<file path="config.mk">
export PLATFORM = sky130hd
export DESIGN_NAME = hub75_scan_scheduler
export DESIGN_NICKNAME = d
export VERILOG_FILES = /design/src/rtl/hub75_scan_scheduler.sv
export SDC_FILE = /design/constraint.sdc
export NUM_CORES = 1
export LEC_CHECK = 0
export CORE_UTILIZATION = 58
export CTS_CLUSTER_SIZE = 30
export DETAILED_ROUTE_END_ITERATION = 12
export PLACE_DENSITY_LB_ADDON = 0.15
export SLEW_MARGIN = 20
export SYNTH_ARGS = -nofsm -noshare
export SYNTH_HDL_FRONTEND = slang
export SYNTH_SLANG_ARGS = --single-unit
</file>
<file path="constraint.sdc">
create_clock -name clk_in -period 4.8 [get_ports clk_in]
set_input_delay 0.96 -clock clk_in [delete_from_list [all_inputs] [get_ports clk_in]]
set_output_delay 0.96 -clock clk_in [all_outputs]
set_load 0.01 [all_outputs]
</file>
<file path="src/rtl/hub75_scan_scheduler.sv">
// rtl/hub75_scan_scheduler.sv - HUB75 row/bit-plane scan scheduler with binary-coded modulation
//
// Purpose: walks every row and every bit plane of a frame slice. For each
// row/plane it asks the shifter to load the data. It then blanks the panel,
// latches the row and lights the row for BASE_TICKS << plane cycles.
//
// Ports:
//   clk_in       in   single clock, rising edge
//   rst_in       in   asynchronous active-low reset
//   frame_valid  in   a frame slice is available
//   frame_ready  out  scheduler is idle and will accept a slice
//   shift_start  out  one-cycle pulse: shifter loads shift_row/shift_plane
//   shift_row    out  row being shifted
//   shift_plane  out  plane being shifted
//   shift_done   in   shifter finished (single-cycle pulse)
//   hub75_addr   out  panel row address
//   hub75_latch  out  panel latch strobe
//   hub75_OE     out  panel output enable, active-low (1 = blanked)
//   frame_done   out  one-cycle pulse after the last row/plane
//   shift_err    out  sticky shift-watchdog error
//
// Optional feature: define SCAN_WATCHDOG_EN to abort the frame when
// shift_done does not arrive within WATCHDOG_CYCLES cycles.

module hub75_scan_scheduler #(
  parameter int SCAN_RATE       = 32,
  parameter int BIT_PLANES      = 3,
  parameter int BASE_TICKS      = 8,
  parameter int DEADTIME        = 2,
  parameter int WATCHDOG_CYCLES = 4096
) (
  input  logic                          clk_in,
  input  logic                          rst_in,
  input  logic                          frame_valid,
  output logic                          frame_ready,
  output logic                          shift_start,
  output logic [$clog2(SCAN_RATE)-1:0]  shift_row,
  output logic [$clog2(BIT_PLANES)-1:0] shift_plane,
  input  logic                          shift_done,
  output logic [$clog2(SCAN_RATE)-1:0]  hub75_addr,
  output logic                          hub75_latch,
  output logic                          hub75_OE,
  output logic                          frame_done,
  output logic                          shift_err
);

  localparam int ROW_W    = $clog2(SCAN_RATE);
  localparam int PL_W     = $clog2(BIT_PLANES);
  localparam int DISP_MAX = BASE_TICKS << (BIT_PLANES - 1);
  localparam int MAX_A    = (DISP_MAX > DEADTIME) ? DISP_MAX : DEADTIME;
  // One shared counter times BLANK, DISPLAY and the watchdog window.
  localparam int CNT_MAX  = (MAX_A > WATCHDOG_CYCLES) ? MAX_A : WATCHDOG_CYCLES;
  localparam int CNT_W    = $clog2(CNT_MAX + 1);

  typedef enum logic [2:0] {
    IDLE       = 3'd0,
    SHIFT      = 3'd1,
    WAIT_SHIFT = 3'd2,
    BLANK      = 3'd3,
    LATCH      = 3'd4,
    DISPLAY    = 3'd5,
    NEXT       = 3'd6
  } state_t;

  state_t             state_q, state_d;
  logic [ROW_W-1:0]   row_q, row_d;
  logic [PL_W-1:0]    plane_q, plane_d;
  logic [CNT_W-1:0]   cnt_q, cnt_d;
  logic [ROW_W-1:0]   addr_q, addr_d;
  logic               latch_q, latch_d;
  logic               oe_q, oe_d;
  logic               start_q, start_d;
  logic               done_q, done_d;
  logic               ready_q, ready_d;

  logic               last_row;
  logic               last_plane;
  logic [CNT_W-1:0]   disp_len;

  assign last_row   = (row_q == ROW_W'(SCAN_RATE - 1));
  assign last_plane = (plane_q == PL_W'(BIT_PLANES - 1));
  assign disp_len   = CNT_W'(BASE_TICKS) << plane_q;

`ifdef SCAN_WATCHDOG_EN
  logic err_q, err_d;
`endif

  // State register: every flop, including the registered outputs.
  always_ff @(posedge clk_in or negedge rst_in) begin
    if (!rst_in) begin
      state_q <= IDLE;
      row_q   <= '0;
      plane_q <= '0;
      cnt_q   <= '0;
      addr_q  <= '0;
      latch_q <= 1'b0;
      oe_q    <= 1'b1;
      start_q <= 1'b0;
      done_q  <= 1'b0;
      ready_q <= 1'b0;
`ifdef SCAN_WATCHDOG_EN
      err_q   <= 1'b0;
`endif
    end else begin
      state_q <= state_d;
      row_q   <= row_d;
      plane_q <= plane_d;
      cnt_q   <= cnt_d;
      addr_q  <= addr_d;
      latch_q <= latch_d;
      oe_q    <= oe_d;
      start_q <= start_d;
      done_q  <= done_d;
      ready_q <= ready_d;
`ifdef SCAN_WATCHDOG_EN
      err_q   <= err_d;
`endif
    end
  end

  // Next-state logic.
  always_comb begin
    state_d = state_q;
    row_d   = row_q;
    plane_d = plane_q;
`ifdef SCAN_WATCHDOG_EN
    err_d   = err_q;
`endif
    case (state_q)
      IDLE: begin
        if (frame_valid && ready_q) begin
          row_d   = '0;
          plane_d = '0;
          state_d = SHIFT;
        end
      end
      SHIFT: state_d = WAIT_SHIFT;
      WAIT_SHIFT: begin
        if (shift_done) begin
          state_d = BLANK;
`ifdef SCAN_WATCHDOG_EN
        end else if (cnt_q == CNT_W'(WATCHDOG_CYCLES - 1)) begin
          state_d = IDLE;
          err_d   = 1'b1;
`endif
        end
      end
      BLANK: begin
        if (cnt_q == CNT_W'(DEADTIME - 1)) state_d = LATCH;
      end
      LATCH: state_d = DISPLAY;
      DISPLAY: begin
        if (cnt_q == disp_len - CNT_W'(1)) state_d = NEXT;
      end
      NEXT: begin
        if (last_plane) begin
          plane_d = '0;
          row_d   = last_row ? '0 : row_q + ROW_W'(1);
        end else begin
          plane_d = plane_q + PL_W'(1);
        end
        state_d = (last_plane && last_row) ? IDLE : SHIFT;
      end
      default: state_d = IDLE;
    endcase
    // The counter restarts on every state entry, so it always holds the cycles already spent in the current state.
    cnt_d = (state_d != state_q) ? '0 : cnt_q + CNT_W'(1);
  end

  // Output logic: decoded from the next state so the flops line up with the state they describe.
  always_comb begin
    start_d = (state_d == SHIFT);
    latch_d = (state_d == LATCH);
    oe_d    = (state_d != DISPLAY);
    ready_d = (state_d == IDLE);
    // row_q/plane_q only move on leaving NEXT, so they still name the final slot here.
    done_d  = (state_d == NEXT) && last_plane && last_row;
    // Address moves on the first blanked cycle only, never while the row is lit.
    addr_d  = (state_d == BLANK && state_q != BLANK) ? row_q : addr_q;
  end

  assign frame_ready = ready_q;
  assign shift_start = start_q;
  assign shift_row   = row_q;
  assign shift_plane = plane_q;
  assign hub75_addr  = addr_q;
  assign hub75_latch = latch_q;
  assign hub75_OE    = oe_q;
  assign frame_done  = done_q;
`ifdef SCAN_WATCHDOG_EN
  assign shift_err   = err_q;
`else
  assign shift_err   = 1'b0;
`endif

endmodule

</file>
==> results.toml <==
[critical_path]
crit_buf_inv = 0
worstPathMaxFanout = 12
cpLargestDelayFamily = "simple AND/OR/NAND/NOR gates"
ff2ff_setup_slack_ps = 2340
cp_slowest_stage_delay_ps = 570
worstPathCellList = "or2_2 > ha_1 > xor2_1 > nor4_1 > o21bai_2 > a32oi_2 > nor2_1"
required_ps = 5010
critPathKind = "register to register"
slowest_stage = "a32oi_2"
crit_path_end_kind = "register"
worstSetupStartpointType = "register"
cp.arrival_ps = 2670

[logic_synthesis]
synth.area.top_cells = "dfrtp_1, xor2_1, nor2_1"
synth_nets = 174
synthAdderAreaFrac_pct = 3.723
avgSynthCellArea_sq_um = 10.18
synth_top_family_by_area = "simple AND/OR/NAND/NOR gates"
synth_area_sq_um = 1680
synthFlopType = "dfrtp_1"
yosysSeqAreaShare_pct = 49.22
synth_edf_count = 0
synth_top_area_share_pct = 47.65
synth_xor_area_share_pct = 6.776
postSynthCellCount = 165
yosysTopAreaCell = "dfrtp_1"
yosys_warnings = 0
synthMuxAreaShare_pct = 3.351
async_flop_share_pct = 100.0
synthDistinctLibCells = 41
ys_seq_elements = 33
synth-compound-area-share_pct = 10.87
synthSimpleGateAreaFrac_pct = 22.04

[grt]
grt_pass1_wl_mm = 5.451
grt_remaining_overflow = 0
antenna_found_initial = 0
grt_pass1_vias = 1226
grt_usage_pct = 23.63
grt_max_degree = 34

[cells_and_area]
finalNetCount = 197
layout-drive-gt1-share_pct = 11.64
final_util_pct = 71.19
area_growth_pct = 16.83
diodes = 0

[clock_network]
numCtsBuffers = 5
htreeDepth = 2
cts.sinks = 33
ctsResizeCount = 0
ctsRootBufferMaster = "clkbuf_4"
cts_tree = "done"
clk_pin_slew_ps = 100
cts_setup_buffers = 0
postCtsHoldBufs = 0
ctsLongestPathBuffers = 2
clock_latency_ps = 350

[route]
viasPerCell = 5.732
drt_iter0_drc = 33
route.detailed.drc = 0
route.vias.total = 1261
ant_nets = 0
drt_pass1_iterations = 4
detail_route.wirelength_mm = 3.320
wire_per_inst_um = 15.09

[run]
drv_cap = 0

[timing]
clock_skew_ps = 10.00
fin_crit_sh_pct = 51.22
finalSetupTns_ps = 0
finalSetupViolations = 0
slew_violations = 0
finalHoldViolCount = 0
max_freq_mhz = 406.8
final.min_clock_period_ps = 2458
worstMarginPinSlew_ps = 718.7
rsz0062_at_grt = "false"
slew_headroom_pct = 51.72
worst_slack_ps = 2342

[floorplanning]
chipHeight_um = 55.83
placementRows = 19
io_pins = 22
core_area_sq_um = 2758
start_util_pct = 60.93
dieWidth_um = 55.83
die-area_sq_um = 3116

[placed_design]
io_buffers = 20
dp_slack_ps = 2184
hpwlAfterDp_mm = 2.322
place.gp.congestion = 0.8122

[pwr]
power_uw = 985.4
power_density_nw_per_um2 = 502.0
power_leakage_nw = 0.8977
peakVddDrop_mv = 0.3678

[status]
status = "finished clean"

[worst_hold_path]
hold_class = "register to register"
## registers in the layout, indices dropped and copies added, names as in the netlist
| register | cells |
|---|---|
| frame_done | 1 |
| shift_start | 1 |
| cnt_q | 13 |
| state_q | 3 |
| shift_plane | 2 |
| frame_ready | 1 |
| shift_row | 5 |
| hub75_OE | 1 |
| hub75_latch | 1 |
| hub75_addr | 5 |
## logic make-up after synthesis
kind of cell,Yosys count
fa+ha+maj,5
flops,33
buf+inv,9
simple gates,73
mux,5
compound gates,26
xor+xnor,13
other cells,1
## final cells by class
class	instances	area, sq um
flip-flops and latches	33	827.0
fillers	208	794.5
multi-input cells	123	789.5
repair buffers	21	207.7
clock buffers	7	55.05
well taps	31	38.79
clock inverters	1	30.03
inverters	4	15.01
## routing by layer
layer / track usage [%] / wire length (um)
met1: 27.39 / 1423
met2: 39.93 / 1674
met3: 7.907 / 150
met4: 10.45 / 72
met5: 0 / 0
## report_power, final
| group | switching [mW] | leakage [nW] | internal (mW) |
|---|---|---|---|
| Sequential | 0.0828 | 0.442 | 0.335 |
| Clock | 0.0978 | 0.0455 | 0.124 |
| Combinational | 0.178 | 0.411 | 0.168 |
| Total | 0.358 | 0.898 | 0.627 |
## placed cells by master (no fill, tap or decap), types with 2 or more instances in the layout
cell type	count
nor2_1	21
dfrtp_1	32
nand2_1	16
a22o_1	4
nor3_1	3
and3_1	4
or2_2	3
o22ai_1	2
nand2b_1	3
o21ai_0	6
a21oi_1	6
clkbuf_4	5
nand3_1	9
ha_1	5
clkdlybuf4s50_1	20
nand3b_1	3
mux2_2	5
inv_1	4
xor2_1	12
## synthesized netlist by cell type, types with 2 or more instances
cell	count
a21oi_1	6
a22o_1	4
and3_1	4
buf_4	2
buf_6	3
dfrtp_1	32
ha_1	5
inv_1	4
mux2_2	5
nand2_1	16
nand2b_1	3
nand3_1	9
nand3b_1	3
nor2_1	21
nor3_1	3
o21ai_0	6
o22ai_1	2
or2_2	3
xor2_1	12
## final timing paths
kind | startpoint | endpoint | cells after the start
setup / recovery | shift_plane[0] | cnt_q[11] | 7
hold / removal | hub75_addr[0] | hub75_addr[0] | 1
setup reg to reg | shift_plane[0] | cnt_q[11] | 7
hold reg to reg | hub75_addr[0] | hub75_addr[0] | 1
max in group asynchronous | rst_in | hub75_OE | 2
min in group asynchronous | rst_in | state_q[2] | 2
## through the flow
| step | hold WS [ps] | instance area [sq um] | instances |
|---|---|---|---|
| floorplan | 485.6 | 1680 | 165 |
| global placement | 487.5 | 1878 | 212 |
| detailed placement | 500.9 | 1878 | 212 |
| CTS | 519.7 | 1963 | 220 |
| global route | 533.5 | 1963 | 220 |
| finish | 520.9 | 1963 | 220 |
(Power assumes the default switching activity.)
